File: src/rtl/alu_pkg.sv
// Shared definitions for the ALU issuer: opcodes, FSM states and the 7-segment table.
package alu_pkg;

  localparam logic [2:0] OP_ADD = 3'b000;
  localparam logic [2:0] OP_SUB = 3'b001;
  localparam logic [2:0] OP_NOT = 3'b010;
  localparam logic [2:0] OP_AND = 3'b011;
  localparam logic [2:0] OP_OR  = 3'b100;
  localparam logic [2:0] OP_XOR = 3'b101;
  localparam logic [2:0] OP_CMP = 3'b110;
  localparam logic [2:0] OP_EQ  = 3'b111;

  typedef enum logic [1:0] {
    ST_IDLE  = 2'd0,
    ST_DRIVE = 2'd1,
    ST_WAIT  = 2'd2,
    ST_CAPT  = 2'd3
  } state_t;

  // Active-high segment patterns, bit 0 = a ... bit 6 = g.
  localparam logic [6:0] SEG_HEX [16] = '{
    7'h3F, 7'h06, 7'h5B, 7'h4F, 7'h66, 7'h6D, 7'h7D, 7'h07,
    7'h7F, 7'h6F, 7'h77, 7'h7C, 7'h39, 7'h5E, 7'h79, 7'h71
  };

  function automatic logic [7:0] seg_encode(input logic [3:0] val, input logic dp,
                                            input logic active_low);
    logic [7:0] raw;
    raw = {dp, SEG_HEX[val]};
    return active_low ? ~raw : raw;
  endfunction

endpackage

File: src/rtl/alu_issuer_debounce.sv
// GO button conditioning: 2-FF synchronizer, stability counter, rising-edge press pulse.
module btn_debounce #(
  parameter int DEBOUNCE_CYCLES = 50000
) (
  input  logic clk,
  input  logic rst,
  input  logic i_btn,
  output logic o_press
);

  localparam int CNT_W = (DEBOUNCE_CYCLES > 1) ? $clog2(DEBOUNCE_CYCLES + 1) : 1;
  localparam logic [CNT_W-1:0] CNT_LAST = CNT_W'(DEBOUNCE_CYCLES - 1);

  logic [1:0]       r_sync;
  logic             r_level;
  logic             r_level_d;
  logic [CNT_W-1:0] r_cnt;

  // r_cnt counts consecutive cycles the synchronized input disagrees with the accepted level.
  always_ff @(posedge clk or posedge rst) begin
    if (rst) begin
      r_sync    <= 2'b00;
      r_level   <= 1'b0;
      r_level_d <= 1'b0;
      r_cnt     <= '0;
    end else begin
      r_sync    <= {r_sync[0], i_btn};
      r_level_d <= r_level;
      if (r_sync[1] == r_level) begin
        r_cnt <= '0;
      end else if (r_cnt == CNT_LAST) begin
        r_level <= r_sync[1];
        r_cnt   <= '0;
      end else begin
        r_cnt <= r_cnt + CNT_W'(1);
      end
    end
  end

  assign o_press = r_level & ~r_level_d;

endmodule

File: src/rtl/alu_issuer.sv
// Drives the lab-board ALU from switches on a debounced GO press and captures its result.
// Optional macro ALU_SWEEP_EN: one press runs all 8 opcodes into a result register file.
module alu_issuer
  import alu_pkg::*;
#(
  parameter int DEBOUNCE_CYCLES = 50000,
  parameter int ALU_LAT         = 1,
  parameter bit SEG_ACTIVE_LOW  = 1'b1
) (
  input  logic       clk,
  input  logic       rst,
  input  logic [3:0] sw_a,
  input  logic [3:0] sw_b,
  input  logic [2:0] sw_op,
  input  logic       btn_go,
  output logic [3:0] alu_a,
  output logic [3:0] alu_b,
  output logic [2:0] alu_ctrl,
  input  logic [3:0] alu_res,
  input  logic       alu_car,
  input  logic       alu_of,
  output logic       busy,
  output logic       res_valid,
  output logic [3:0] res_q,
  output logic       car_q,
  output logic       of_q,
  output logic [7:0] seg0
);

  localparam logic [3:0] WAIT_INIT = 4'(ALU_LAT - 1);
  localparam logic [7:0] SEG_BLANK = SEG_ACTIVE_LOW ? 8'hFF : 8'h00;

  state_t     r_state;
  logic [3:0] r_wait_cnt;
  logic [3:0] r_alu_a;
  logic [3:0] r_alu_b;
  logic [2:0] r_alu_ctrl;
  logic [3:0] r_res;
  logic       r_car;
  logic       r_of;
  logic       r_res_valid;
  logic       r_shown;
  logic       w_press;
  logic [5:0] w_entry;

`ifdef ALU_SWEEP_EN
  logic [5:0] r_rf [8];
`endif

  btn_debounce #(.DEBOUNCE_CYCLES(DEBOUNCE_CYCLES)) u_debounce (
    .clk     (clk),
    .rst     (rst),
    .i_btn   (btn_go),
    .o_press (w_press)
  );

  // Results are latched on the WAIT->CAPT edge so res_valid and res_q appear together in CAPT.
  always_ff @(posedge clk or posedge rst) begin
    if (rst) begin
      r_state     <= ST_IDLE;
      r_wait_cnt  <= '0;
      r_alu_a     <= '0;
      r_alu_b     <= '0;
      r_alu_ctrl  <= '0;
      r_res       <= '0;
      r_car       <= 1'b0;
      r_of        <= 1'b0;
      r_res_valid <= 1'b0;
      r_shown     <= 1'b0;
`ifdef ALU_SWEEP_EN
      // NOTE: the register file is reset like every other register so a post-reset read is 0.
      for (int i = 0; i < 8; i++) r_rf[i] <= '0;
`endif
    end else begin
      // NOTE: non-blocking assignments only, so every register samples pre-edge values.
      r_res_valid <= 1'b0;
      case (r_state)
        ST_IDLE: begin
          if (w_press) begin
            r_alu_a <= sw_a;
            r_alu_b <= sw_b;
`ifdef ALU_SWEEP_EN
            r_alu_ctrl <= OP_ADD;
`else
            r_alu_ctrl <= sw_op;
`endif
            r_state <= ST_DRIVE;
          end
        end
        ST_DRIVE: begin
          r_wait_cnt <= WAIT_INIT;
          r_state    <= ST_WAIT;
        end
        ST_WAIT: begin
          if (r_wait_cnt == 4'd0) begin
            r_res       <= alu_res;
            r_car       <= alu_car;
            r_of        <= alu_of;
            r_res_valid <= 1'b1;
            r_shown     <= 1'b1;
`ifdef ALU_SWEEP_EN
            r_rf[r_alu_ctrl] <= {alu_of, alu_car, alu_res};
`endif
            r_state <= ST_CAPT;
          end else begin
            r_wait_cnt <= r_wait_cnt - 4'd1;
          end
        end
        ST_CAPT: begin
`ifdef ALU_SWEEP_EN
          if (r_alu_ctrl == OP_EQ) begin
            r_state <= ST_IDLE;
          end else begin
            r_alu_ctrl <= r_alu_ctrl + 3'd1;
            r_state    <= ST_DRIVE;
          end
`else
          r_state <= ST_IDLE;
`endif
        end
        default: r_state <= ST_IDLE;
      endcase
    end
  end

`ifdef ALU_SWEEP_EN
  assign w_entry = (r_state == ST_IDLE) ? r_rf[sw_op] : {r_of, r_car, r_res};
`else
  assign w_entry = {r_of, r_car, r_res};
`endif

  assign alu_a     = r_alu_a;
  assign alu_b     = r_alu_b;
  assign alu_ctrl  = r_alu_ctrl;
  assign busy      = (r_state != ST_IDLE);
  assign res_valid = r_res_valid;
  assign res_q     = w_entry[3:0];
  assign car_q     = w_entry[4];
  assign of_q      = w_entry[5];
  assign seg0      = r_shown ? seg_encode(w_entry[3:0], w_entry[5], SEG_ACTIVE_LOW) : SEG_BLANK;

endmodule
File: config.mk
export PLATFORM = sky130hd
export DESIGN_NAME = alu_issuer
export DESIGN_NICKNAME = d
export VERILOG_FILES = /design/src/rtl/alu_pkg.sv /design/src/rtl/alu_issuer_debounce.sv /design/src/rtl/alu_issuer.sv
export SDC_FILE = /design/constraint.sdc
export NUM_CORES = 1
export LEC_CHECK = 0
export ABC_CLOCK_PERIOD_IN_PS = 1600
export BUFFER_PORTS_ARGS = -buffer_cell sky130_fd_sc_hd__buf_4
export CAP_MARGIN = 20
export CORE_MARGIN = 2
export CORE_UTILIZATION = 49
export DETAILED_ROUTE_END_ITERATION = 10
export MAX_ROUTING_LAYER = met4
export PLACE_DENSITY = 0.75
export SETUP_SLACK_MARGIN = 0.05
export SLEW_MARGIN = 20
export SYNTH_ARGS = -nofsm -noshare
export SYNTH_HDL_FRONTEND = slang
export SYNTH_SLANG_ARGS = --single-unit
File: constraint.sdc
create_clock -name clk -period 1.6 [get_ports clk]
set_input_delay 0.32 -clock clk [delete_from_list [all_inputs] [get_ports clk]]
set_output_delay 0.32 -clock clk [all_outputs]
set_load 0.02 [all_outputs]
==> reports/qor.tcl <==
set qor(final_hold_violations) 0
set qor(worst_ir_drop_vdd_uv) 655
set qor(synth_async_sr_flop_share_pct) 100
set qor(path_buf_inv) 2
set qor(synth_enable_flop_cells) 0
set qor(layout_setup_ws_ns) -0.358
set qor(cts.clk_slew.worst_paths_ns) 0.09
set qor(min-delay-path-class) {input port to flip-flop}
set qor(critical_path_max_stage_delay_ns) 0.44
set qor(netlist_top_cells_area) {dfrtp_1, ha_1, mux2_4, xnor2_1, mux2_2}
set qor(drtIter0Drc) 57
set qor(dp_worst_setup_slack_ns) -0.0741
set qor(vias_per_cell) 5.17
set qor(clock_tree.htree_level_count) 2
set qor(grt_antenna_before_repair) 0
set qor(num_io_pins) 47
set qor(min_clock_period_post_route_ns) 1.96
set qor(final_max_slew_viol_count) 0
set qor(category_of_the_worst_setup_path_capture_point) {output pin}
set qor(number_of_filler_cells_placed_in_the_layout) 315
set qor(crit_arrival_ns) 1.64
set qor(port-buffer-count) 46
set qor(wire_per_inst_um) 15.6
set qor(cts_made_buffers) 5
set qor(postSynthRegisterBits) 45
set qor(post_layout_nonfiller_instances) 349
set qor(max_cap_viol_count) 0
set qor(yosys_top_cell_by_area) {dfrtp_1}
set qor(overall_via_count_from_detail_route) 1805
set qor(worst_r2r_path_depth) 6
set qor(first_global_vias) 1690
set qor(die_width_um) 72.8
set qor(ys.warnings.count) 0
set qor(grt_setup_unrepaired) {yes}
set qor(floorplan.core_area_mm2) 0.00463
set qor(yosys.cell_types.count) 40
set qor(start_util_pct) 50.1
set qor(synth_largest_type_area_fraction_pct) 48.5
set qor(clock_tree_from_tritoncts) {yes}
set qor(cts-root-buf) {clkbuf_8}
set qor(placedCellCount) 326
set qor(synth_most_common_cell) {dfrtp_1}
set qor(gp_congestion) 0.809
set qor(synth_fp_nets) 239
set qor(ant_nets) 0
set qor(grt_first_pass_wirelength_um) 7970
set qor(postSynth.topFlopCell) {dfrtp_1}
set qor(utilization_pct) 73.9
set qor(cts.path.max_buffers) 2
set qor(dp_hpwl_um) 3470
set qor(finalSetupViolations) 12
set qor(finClkSkew_ns) 0.0138
set qor(cp.required_ns) 1.28
set qor(drt_first_pass_iters) 4
set qor(fin_crit_sh_pct) 122
set qor(p_per_area_mw_per_mm2) 603
set qor(cp.depth) 6
set qor(dieHeight_um) 72.8
set qor(critical_path.max_fanout) 4
set qor(yosysSeqAreaShare_pct) 48.5
set qor(worstMarginPinSlew_ns) 0.462
set qor(critical_path.cell_chain) {inv_4 > ha_4 > mux2_4 > nand2_4 > nand3_4 > buf_6}
set qor(syn_area_mm2) 0.00232
set qor(syn_inst) 206
set qor(antennaDiodeCount) 0
set qor(failing_checks) {setup timing}
set qor(static_leakage_uw) 0.00158
set qor(pin_count_of_the_biggest_net_entering_global_routing) 35
set qor(netlist_top_cells_count) {dfrtp_1, nor2_1, ha_1, inv_1, xnor2_1}
set qor(remaining_drc_errors) 0
set qor(fmax_mhz) 511
set qor(floorplan.rows) 25
set qor(status) {finished, violations left}
set qor(worst_hold_path.num_cells) 1
set qor(worst_path_dominant_cell_family) {flip-flops}
set qor(criticalPathCategory) {flip-flop to output pin}
set qor(syn_area_per_cell_um2) 11.3
set qor(worst_path_max_delay_cell) {dfrtp_2}
set qor(layout_overhead_on_the_synthesized_area_pct) 47.3
set qor(grt_usage_pct) 20.5
set qor(globalRoute.totalOverflow) 0
set qor(relSlewSlack_pct) 69.0
set qor(finalWirelength_um) 5430
set qor(design.die.area_mm2) 0.00530
set qor(worst_skew_pair.late_latency_ns) 0.31
set qor(num-nets-final) 327
set qor(crit_path_start_kind) {flip-flop}
set qor(share_of_final_layout_standard_cells_stronger_than_drive_strength_1_pct) 54.9
set qor(clock-sinks) 45
what timing repair did:
item,in CTS,in global routing
cloned,1,0
hold buffers,1,0
hold endpoints to repair,11,0
resized for setup,16,23
pin swaps,5,14
endpoints found under the setup margin,25,45
setup buffers,6,7
power breakdown:
| group | internal [µW] | switching [µW] |
|---|---|---|
| sequential | 1160 | 15.1 |
| combinational | 88.0 | 75.0 |
| clock | 315 | 409 |
| total | 1560 | 499 |
flip-flops by register name, indices dropped and copies added, names as in the netlist:
register	count
u_debounce.r_cnt	16
alu_a	4
r_wait_cnt	4
alu_ctrl	3
u_debounce.r_sync	2
u_debounce.r_level	1
r_state	2
alu_b	4
u_debounce.r_level_d	1
of_q	1
res_q	4
r_shown	1
res_valid	1
car_q	1
cells by family (layout without fill, tap and decap cells):
group	count (synthesis)	in the layout	synth area share, %
simple gates	77	78	19.2
flops	45	45	48.5
buf+inv	19	107	3.72
mux	18	18	10.4
compound gates	17	17	4.80
xor+xnor	17	17	6.41
fa+ha+maj	13	13	7.01
final timing paths:
check,start,endpoint,slack (ns)
worst max-delay path,res_q[1]$_DFFE_PP0P_,seg0[1],-0.36
worst min register to register,u_debounce.r_sync[0]$_DFF_PP0_,u_debounce.r_sync[1]$_DFF_PP0_,0.35
min in group asynchronous,rst,alu_a[0]$_DFFE_PP0P_,0.52
max in group asynchronous,rst,u_debounce.r_level$_DFFE_PP0P_,0.59
worst max register to register,r_wait_cnt[0]$_DFFE_PP0P_,r_state[1]$_DFFE_PP0P_,-0.05
worst min-delay path,btn_go,u_debounce.r_sync[0]$_DFF_PP0_,0.13
metrics by stage:
step / hold WS, ns / setup TNS, ns / cell area, µm² / power [µW]
floorplan: 0.331 / -0.109 / 2450 / 1270
global placement: 0.298 / -0.0537 / 3040 / 1350
detailed placement: 0.306 / -0.258 / 3040 / 1350
CTS: 0.121 / -2.13 / 3250 / 2070
global route: 0.113 / -2.89 / 3420 / 2140
finish: 0.129 / -2.33 / 3420 / 2060
per-layer routing:
layer  up-vias  share of wire, %  track usage, %
met5         -                 0               -
met4         0               1.1            6.58
met3         4               3.2            4.28
met2        42                51            31.0
met1       881                44            27.9
li1        878                 -               -
area by class of cell:
type / instances / area [µm²] / share of cell area (%)
clock inverters: 3 / 25.0 / 0.732
clock buffers: 5 / 68.8 / 2.01
inverters: 13 / 56.3 / 1.65
repair buffers: 86 / 707 / 20.7
flip-flops and latches: 45 / 1130 / 33.1
multi-input cells: 143 / 1360 / 39.9
well taps: 54 / 67.6 / 1.98
placed cells by master, fill, tap and decap left out, drive strengths merged, types with 2 or more instances in the layout:
cell type	count
and2	2
and3	3
buf	85
clkbuf	5
clkinv	2
dfrtp	45
ha	13
inv	13
mux2	18
nand2	13
nand2b	2
nand3	13
nand4	4
nor2	20
nor2b	3
nor3	6
nor4	4
nor4b	2
o211ai	2
o21a	2
o21ai	7
or3	2
xnor2	13
xor2	4
worst reg2reg max path: cells and delay by family, from the launching register on:
family | cells | cell delay, ns
simple gates | 3 | 0.67
fa+ha+maj | 1 | 0.12
flops | 1 | 0.39
buf+inv | 1 | 0.08
mux | 1 | 0.29
(Power assumes the default switching activity.)
